### src/rtl/peak_rv32im_pkg.sv
`default_nettype none
// ============================================================================
// Module      : peak_rv32im_pkg
// Description : Shared widths, types and write-snoop match helper for the
//               RV32IM operand-fetch stage.
// Revision    : 1.0 - initial release
// ============================================================================
package peak_rv32im_pkg;

    localparam int TASK_W = 2;
    localparam int REG_W  = 5;
    localparam int XLEN   = 32;

    typedef logic [TASK_W-1:0] task_t;
    typedef logic [REG_W-1:0]  reg_addr_t;
    typedef logic [XLEN-1:0]   xword_t;

    // x0 is hard-wired to zero, so it never matches a write.
    function automatic logic wb_hits(input logic      we,
                                     input task_t     wb_task,
                                     input reg_addr_t wb_addr,
                                     input task_t     tag,
                                     input reg_addr_t addr);
        return we && (wb_task == tag) && (wb_addr == addr) && (addr != '0);
    endfunction

endpackage
`default_nettype wire

### src/rtl/peak_rv32im_opbypass.sv
`default_nettype none
// ============================================================================
// Module      : peak_rv32im_opbypass
// Description : One source operand: same-cycle write bypass at issue, then a
//               hold register refreshed by matching writes while stalled.
// Revision    : 1.0 - initial release
// ============================================================================
module peak_rv32im_opbypass
    import peak_rv32im_pkg::*;
(
    input  logic      clk,
    input  logic      rst,
    input  logic      i_capture,
    input  task_t     i_id_tasknum,
    input  reg_addr_t i_id_addr,
    input  logic      i_valid,
    input  logic      i_first,
    input  task_t     i_held_tasknum,
    input  reg_addr_t i_held_addr,
    input  logic      i_wb_we,
    input  task_t     i_wb_tasknum,
    input  reg_addr_t i_wb_waddr,
    input  xword_t    i_wb_wdata,
    input  xword_t    i_rf_data,
    output xword_t    o_operand
);

    logic   r_byp_hit;
    xword_t r_byp_data;
    xword_t r_hold;

    logic   w_id_hit;
    logic   w_held_hit;
    xword_t w_first_val;

    assign w_id_hit    = wb_hits(i_wb_we, i_wb_tasknum, i_wb_waddr, i_id_tasknum, i_id_addr);
    assign w_held_hit  = i_valid && wb_hits(i_wb_we, i_wb_tasknum, i_wb_waddr,
                                            i_held_tasknum, i_held_addr);
    // The register file returns pre-write data, so a write landing on the
    // issue edge must come from the captured snoop value instead.
    assign w_first_val = r_byp_hit ? r_byp_data : i_rf_data;
    assign o_operand   = i_first ? w_first_val : r_hold;

    always_ff @(posedge clk) begin
        if (rst) begin
            r_byp_hit  <= 1'b0;
            r_byp_data <= '0;
            r_hold     <= '0;
        end else begin
            if (i_capture) begin
                r_byp_hit  <= w_id_hit;
                r_byp_data <= i_wb_wdata;
            end
            if (w_held_hit) begin
                r_hold <= i_wb_wdata;
            end else if (i_first) begin
                r_hold <= w_first_val;
            end
        end
    end

endmodule
`default_nettype wire

### src/rtl/peak_rv32im_opfetch.sv
`default_nettype none
// ============================================================================
// Module      : peak_rv32im_opfetch
// Description : Single-entry operand-fetch stage between decode and execute,
//               with write-back bypass and stall-time operand refresh.
// Revision    : 1.0 - initial release
// ============================================================================
module peak_rv32im_opfetch
    import peak_rv32im_pkg::*;
(
    input  logic      CLK,
    input  logic      RST,
    input  logic      ID_VALID,
    output logic      ID_READY,
    input  task_t     ID_TASKNUM,
    input  reg_addr_t ID_RS1ADDR,
    input  reg_addr_t ID_RS2ADDR,
    input  xword_t    ID_PC,
    input  xword_t    ID_INST,
    output task_t     RF_TASKNUM,
    output reg_addr_t RF_RS1ADDR,
    output reg_addr_t RF_RS2ADDR,
    input  xword_t    RF_RS1,
    input  xword_t    RF_RS2,
    input  logic      WB_WE,
    input  task_t     WB_TASKNUM,
    input  reg_addr_t WB_WADDR,
    input  xword_t    WB_WDATA,
    input  logic      DBG_BUSY,
    output logic      EX_VALID,
    input  logic      EX_READY,
    output task_t     EX_TASKNUM,
    output xword_t    EX_PC,
    output xword_t    EX_INST,
    output xword_t    EX_RS1,
    output xword_t    EX_RS2
);

    logic      r_ex_valid;
    logic      r_first;
    task_t     r_tasknum;
    xword_t    r_pc;
    xword_t    r_inst;
    reg_addr_t r_rs_addr [2];

    logic      w_id_ready;
    logic      w_id_xfer;
    logic      w_ex_xfer;
    reg_addr_t w_id_addr  [2];
    xword_t    w_rf_data  [2];
    xword_t    w_operand  [2];

    assign w_id_ready = !RST && !DBG_BUSY && (!r_ex_valid || EX_READY);
    assign w_id_xfer  = ID_VALID && w_id_ready;
    assign w_ex_xfer  = r_ex_valid && EX_READY;

    assign RF_TASKNUM = ID_TASKNUM;
    assign RF_RS1ADDR = ID_RS1ADDR;
    assign RF_RS2ADDR = ID_RS2ADDR;

    assign w_id_addr[0] = ID_RS1ADDR;
    assign w_id_addr[1] = ID_RS2ADDR;
    assign w_rf_data[0] = RF_RS1;
    assign w_rf_data[1] = RF_RS2;

    always_ff @(posedge CLK) begin
        if (RST) begin
            r_ex_valid   <= 1'b0;
            r_first      <= 1'b0;
            r_tasknum    <= '0;
            r_pc         <= '0;
            r_inst       <= '0;
            r_rs_addr[0] <= '0;
            r_rs_addr[1] <= '0;
        end else if (w_id_xfer) begin
            r_ex_valid   <= 1'b1;
            r_first      <= 1'b1;
            r_tasknum    <= ID_TASKNUM;
            r_pc         <= ID_PC;
            r_inst       <= ID_INST;
            r_rs_addr[0] <= ID_RS1ADDR;
            r_rs_addr[1] <= ID_RS2ADDR;
        end else begin
            r_first <= 1'b0;
            if (w_ex_xfer) begin
                r_ex_valid <= 1'b0;
            end
        end
    end

    for (genvar n = 0; n < 2; n++) begin : g_operand
        peak_rv32im_opbypass u_opbypass (
            .clk            (CLK),
            .rst            (RST),
            .i_capture      (w_id_xfer),
            .i_id_tasknum   (ID_TASKNUM),
            .i_id_addr      (w_id_addr[n]),
            .i_valid        (r_ex_valid),
            .i_first        (r_first),
            .i_held_tasknum (r_tasknum),
            .i_held_addr    (r_rs_addr[n]),
            .i_wb_we        (WB_WE),
            .i_wb_tasknum   (WB_TASKNUM),
            .i_wb_waddr     (WB_WADDR),
            .i_wb_wdata     (WB_WDATA),
            .i_rf_data      (w_rf_data[n]),
            .o_operand      (w_operand[n])
        );
    end

    assign ID_READY   = w_id_ready;
    assign EX_VALID   = r_ex_valid;
    assign EX_TASKNUM = r_tasknum;
    assign EX_PC      = r_pc;
    assign EX_INST    = r_inst;
    assign EX_RS1     = w_operand[0];
    assign EX_RS2     = w_operand[1];

endmodule
`default_nettype wire

### config.mk
export PLATFORM = sky130hd
export DESIGN_NAME = peak_rv32im_opfetch
export DESIGN_NICKNAME = d
export VERILOG_FILES = /design/src/rtl/peak_rv32im_pkg.sv /design/src/rtl/peak_rv32im_opbypass.sv /design/src/rtl/peak_rv32im_opfetch.sv
export SDC_FILE = /design/constraint.sdc
export NUM_CORES = 1
export LEC_CHECK = 0
export CELL_PAD_IN_SITES_DETAIL_PLACEMENT = 0
export CELL_PAD_IN_SITES_GLOBAL_PLACEMENT = 1
export CORE_MARGIN = 2
export CORE_UTILIZATION = 34
export DETAILED_ROUTE_END_ITERATION = 8
export PLACE_DENSITY_LB_ADDON = 0.1
export SYNTH_ARGS = -nofsm -noshare
export SYNTH_HDL_FRONTEND = slang
export SYNTH_SLANG_ARGS = --single-unit
### constraint.sdc
create_clock -name CLK -period 4.8 [get_ports CLK]
set_clock_uncertainty 0.1 [all_clocks]
set_input_delay 0.96 -clock CLK [delete_from_list [all_inputs] [get_ports CLK]]
set_output_delay 0.96 -clock CLK [all_outputs]
set_load 0.05 [all_outputs]
==> impl_results.md <==
* Pin count of the biggest net entering global routing at 105
* Die Y at 160 µm
* Clk root buf: clkbuf_16
* Share of cells above drive strength 1 at under 10%
* Fin crit period at 3.98 ns
* Drt wl/cell at ~17 µm
* Unrepaired setup endpoints after global routing: no
* Area delta synth->final at 48.1%
* Synth area leader: dfxtp_1
* Status: complete, no violations
* Synth Area in Adders at 0%
* Top-area cell type share of the netlist area at between 40% and 50%
* Die area at 0.0255 mm²
* Maximum VDD drop at 0.201 mV
* Final Max Tran Viols at 0
* FF+latch count, synth at 176
* Sw Share at between 20 and 30%
* Worst Path Required at 3.74 ns
* Sw power at around 1.1 mW
* Clock sink count at 176
* XOR/XNOR share of the synthesized area at about 2.1%
* Pint at 2.65 mW
* HPWL Detailed at 18000 µm
* Hold_sp: EX_INST[11]
* Buffer depth of the longest clock path at 2
* Max Cap Violations at 0
* Core area at 0.0236 mm²
* Period utilization at 82.9%
* Crit path launch type: flop
* Fmax achieved at between 200 and 300 MHz
* Post-synthesis simple-gate area fraction at 21.8%
* Crit Path Class: flop to primary output
* Crit-path max FO at 19
* Antenna violations before repair at 0
* Syn Nets at 1160
* 1st-pass router iterations at 6
* Pleak at 4.63 nW
* Area fraction in compound gates after synthesis at a little over a tenth
* Post-CTS resize count at 0
* Htree depth at 4
* Met2 Resource Use GR at 33.2%
* Initial Utilization at 34.9%
* Pwr dens at between 300 and 400 mW/mm²
* CTS Buf Count at 17
* Drt total wl at 26300 µm
* Remaining antenna violation count after routing at 0
* Setup Viol. Count Final at 0
* Proportion of synthesized area in mux cells at 15.6%
* First-pass GRT wire length at 40300 µm
* Die W at 160 µm
* Reg power frac at 41.6%
* Nets at roughly 1.4k
* Grt met3 use at 7.50%
* Hold WS at about 0.35 ns
* Synthesis warning total at 0
* Hold buffers post-CTS at 0
* Clock power share at 37.1%
* Post-Syn Area per Cell at approximately 8.4 µm²
* Commonest non-fill, non-tap cell in the layout: clkdlybuf4s50_1
* Vias per cell at 4.69
* CTS tree: yes
* Setup Fix Bufs, Post-CTS at 0
* Initial drt markers at 315
* Yosys cell types at 27
* GR Overflow Total at 0
* Fin Setup TNS at 0 ns
* DRC errors left at 0
* GR Util met1 at 24.8%
* Clock latency on the worst-skew pair at 0.42 ns
* Routed via count at 7398
* R2R setup slack at around 2.3 ns
* IO Port Bufs at approximately 330
* Row cnt at 56
* # IOs at approximately 330
* Hold Violations, Final at 0
* Combinational Power Share at between 20% and 30%
* GRT busiest layer: met2
* GRT Util Overall at 20.1%
* Vias in the first global route at 7083
* Ant. Diodes at 0
* CP startpoint: g_operand[0].u_opbypass.r_byp_hit
* Top cells by area, synth: dfxtp_1 40%, mux2i_1 16%, a21oi_1 10%
* HP Class: flop to flop
* Sequential cell area fraction in the yosys report at 44.0%
* Worst Setup End Kind: primary output
* Syn Inst Count at ~980
* Reg clk slew, reported paths at 0.07 ns
* Worst Path Arrival at 2.92 ns
* Worst R2R Start: r_rs_addr[0][5]
* Cell Area, Synth at 0.00823 mm²
* GPL Wtd Cong at around 0.77
* Commonest non-fill, non-tap cells in the layout: 327 x clkdlybuf4s50_1, 198 x nand2_1, 166 x a21oi_1
* Slew @ Worst Pin at about 1.0 ns
* Worst slew margin at 33.6%
* Main combinational cell family by area after synthesis: simple AND/OR/NAND/NOR gates
final timing paths:
check	endpoint	cells past startpoint
worst min register to register	EX_INST[11]	2
worst max register to register	g_operand[1].u_opbypass.r_hold[15]	5
worst min-delay path	EX_INST[11]	2
worst max-delay path	EX_RS1[2]	4
per-stage QoR:
stage / instance area, µm² / setup WS [ns] / utilization [%] / instances / power (mW)
floorplan: 8230 / 1.90 / - / 975 / 2.06
global placement: 11600 / 1.02 / 49.2 / 1546 / 2.40
detailed placement: 11600 / 1.07 / 49.2 / 1546 / 2.41
CTS: 12200 / 0.769 / 51.6 / 1577 / 3.82
global route: 12200 / 0.710 / 51.6 / 1577 / 3.92
finish: 12200 / 0.823 / 51.6 / 1577 / 3.76
flip-flops by register name (all words and copies together), names as in the netlist:
| register | cells |
|---|---|
| r_first | 1 |
| EX_PC | 32 |
| g_operand.u_opbypass.r_byp_hit | 2 |
| EX_TASKNUM | 2 |
| EX_INST | 32 |
| r_rs_addr | 10 |
| g_operand.u_opbypass.r_byp_data | 32 |
| EX_VALID | 1 |
| g_operand.u_opbypass.r_hold | 64 |
power by group through the flow:
stage	clock (mW)	sequential [mW]	combinational (mW)
after floorplan	0	1.65	0.406
after global placement	0	1.60	0.806
after detailed placement	0	1.60	0.805
after CTS	1.44	1.57	0.809
after global routing	1.49	1.57	0.854
final	1.40	1.57	0.802
area by class of cell:
type | count | area, µm²
fill | 2311 | 11400
multi-input combinational | 707 | 4160
sequential | 176 | 3630
timing repair buffer | 342 | 3410
clock buffer | 19 | 433
tap | 319 | 399
clock inverter | 12 | 149
inverter | 2 | 10.0
logic make-up after synthesis:
group | Yosys count
AOI/OAI and AO/OA | 170
buffers and inverters | 92
muxes | 128
DFF | 176
and+or+nand+nor | 389
xor gates and xnor gates | 20
synthesized netlist by cell type:
| master | n |
|---|---|
| buf_6 | 8 |
| nor4_4 | 1 |
| o31ai_1 | 2 |
| a21oi_1 | 166 |
| nor2_1 | 66 |
| nand3b_1 | 2 |
| nand2_1 | 198 |
| mux2i_1 | 128 |
| nor3_2 | 2 |
| nor4_1 | 3 |
| clkbuf_1 | 47 |
| xor2_1 | 12 |
| nand4_1 | 2 |
| xnor2_1 | 8 |
| o211ai_4 | 1 |
| buf_2 | 19 |
| nor3_1 | 3 |
| inv_1 | 2 |
| nand2b_1 | 98 |
| dfxtp_1 | 166 |
| nor4b_1 | 1 |
| o2111ai_2 | 1 |
| buf_1 | 4 |
| edfxtp_1 | 10 |
| buf_4 | 12 |
| nand3_1 | 1 |
| and2_1 | 12 |
layer usage:
| metal | vias to the layer above | routed length (µm) | part of all wire (%) |
|---|---|---|---|
| met4 | 0 | 267 | 1.0 |
| met2 | 236 | 12200 | 46 |
| li1 | 3759 | - | - |
| met3 | 19 | 2300 | 8.8 |
| met5 | - | 0 | 0 |
| met1 | 3384 | 11500 | 44 |
critical path, stage by stage, from the launching register on:
cell	delay, ns
dfxtp_2	0.84
buf_4	0.34
mux2i_1	0.11
a21oi_1	0.32
clkdlybuf4s50_1	0.88
(Power assumes the default switching activity.)
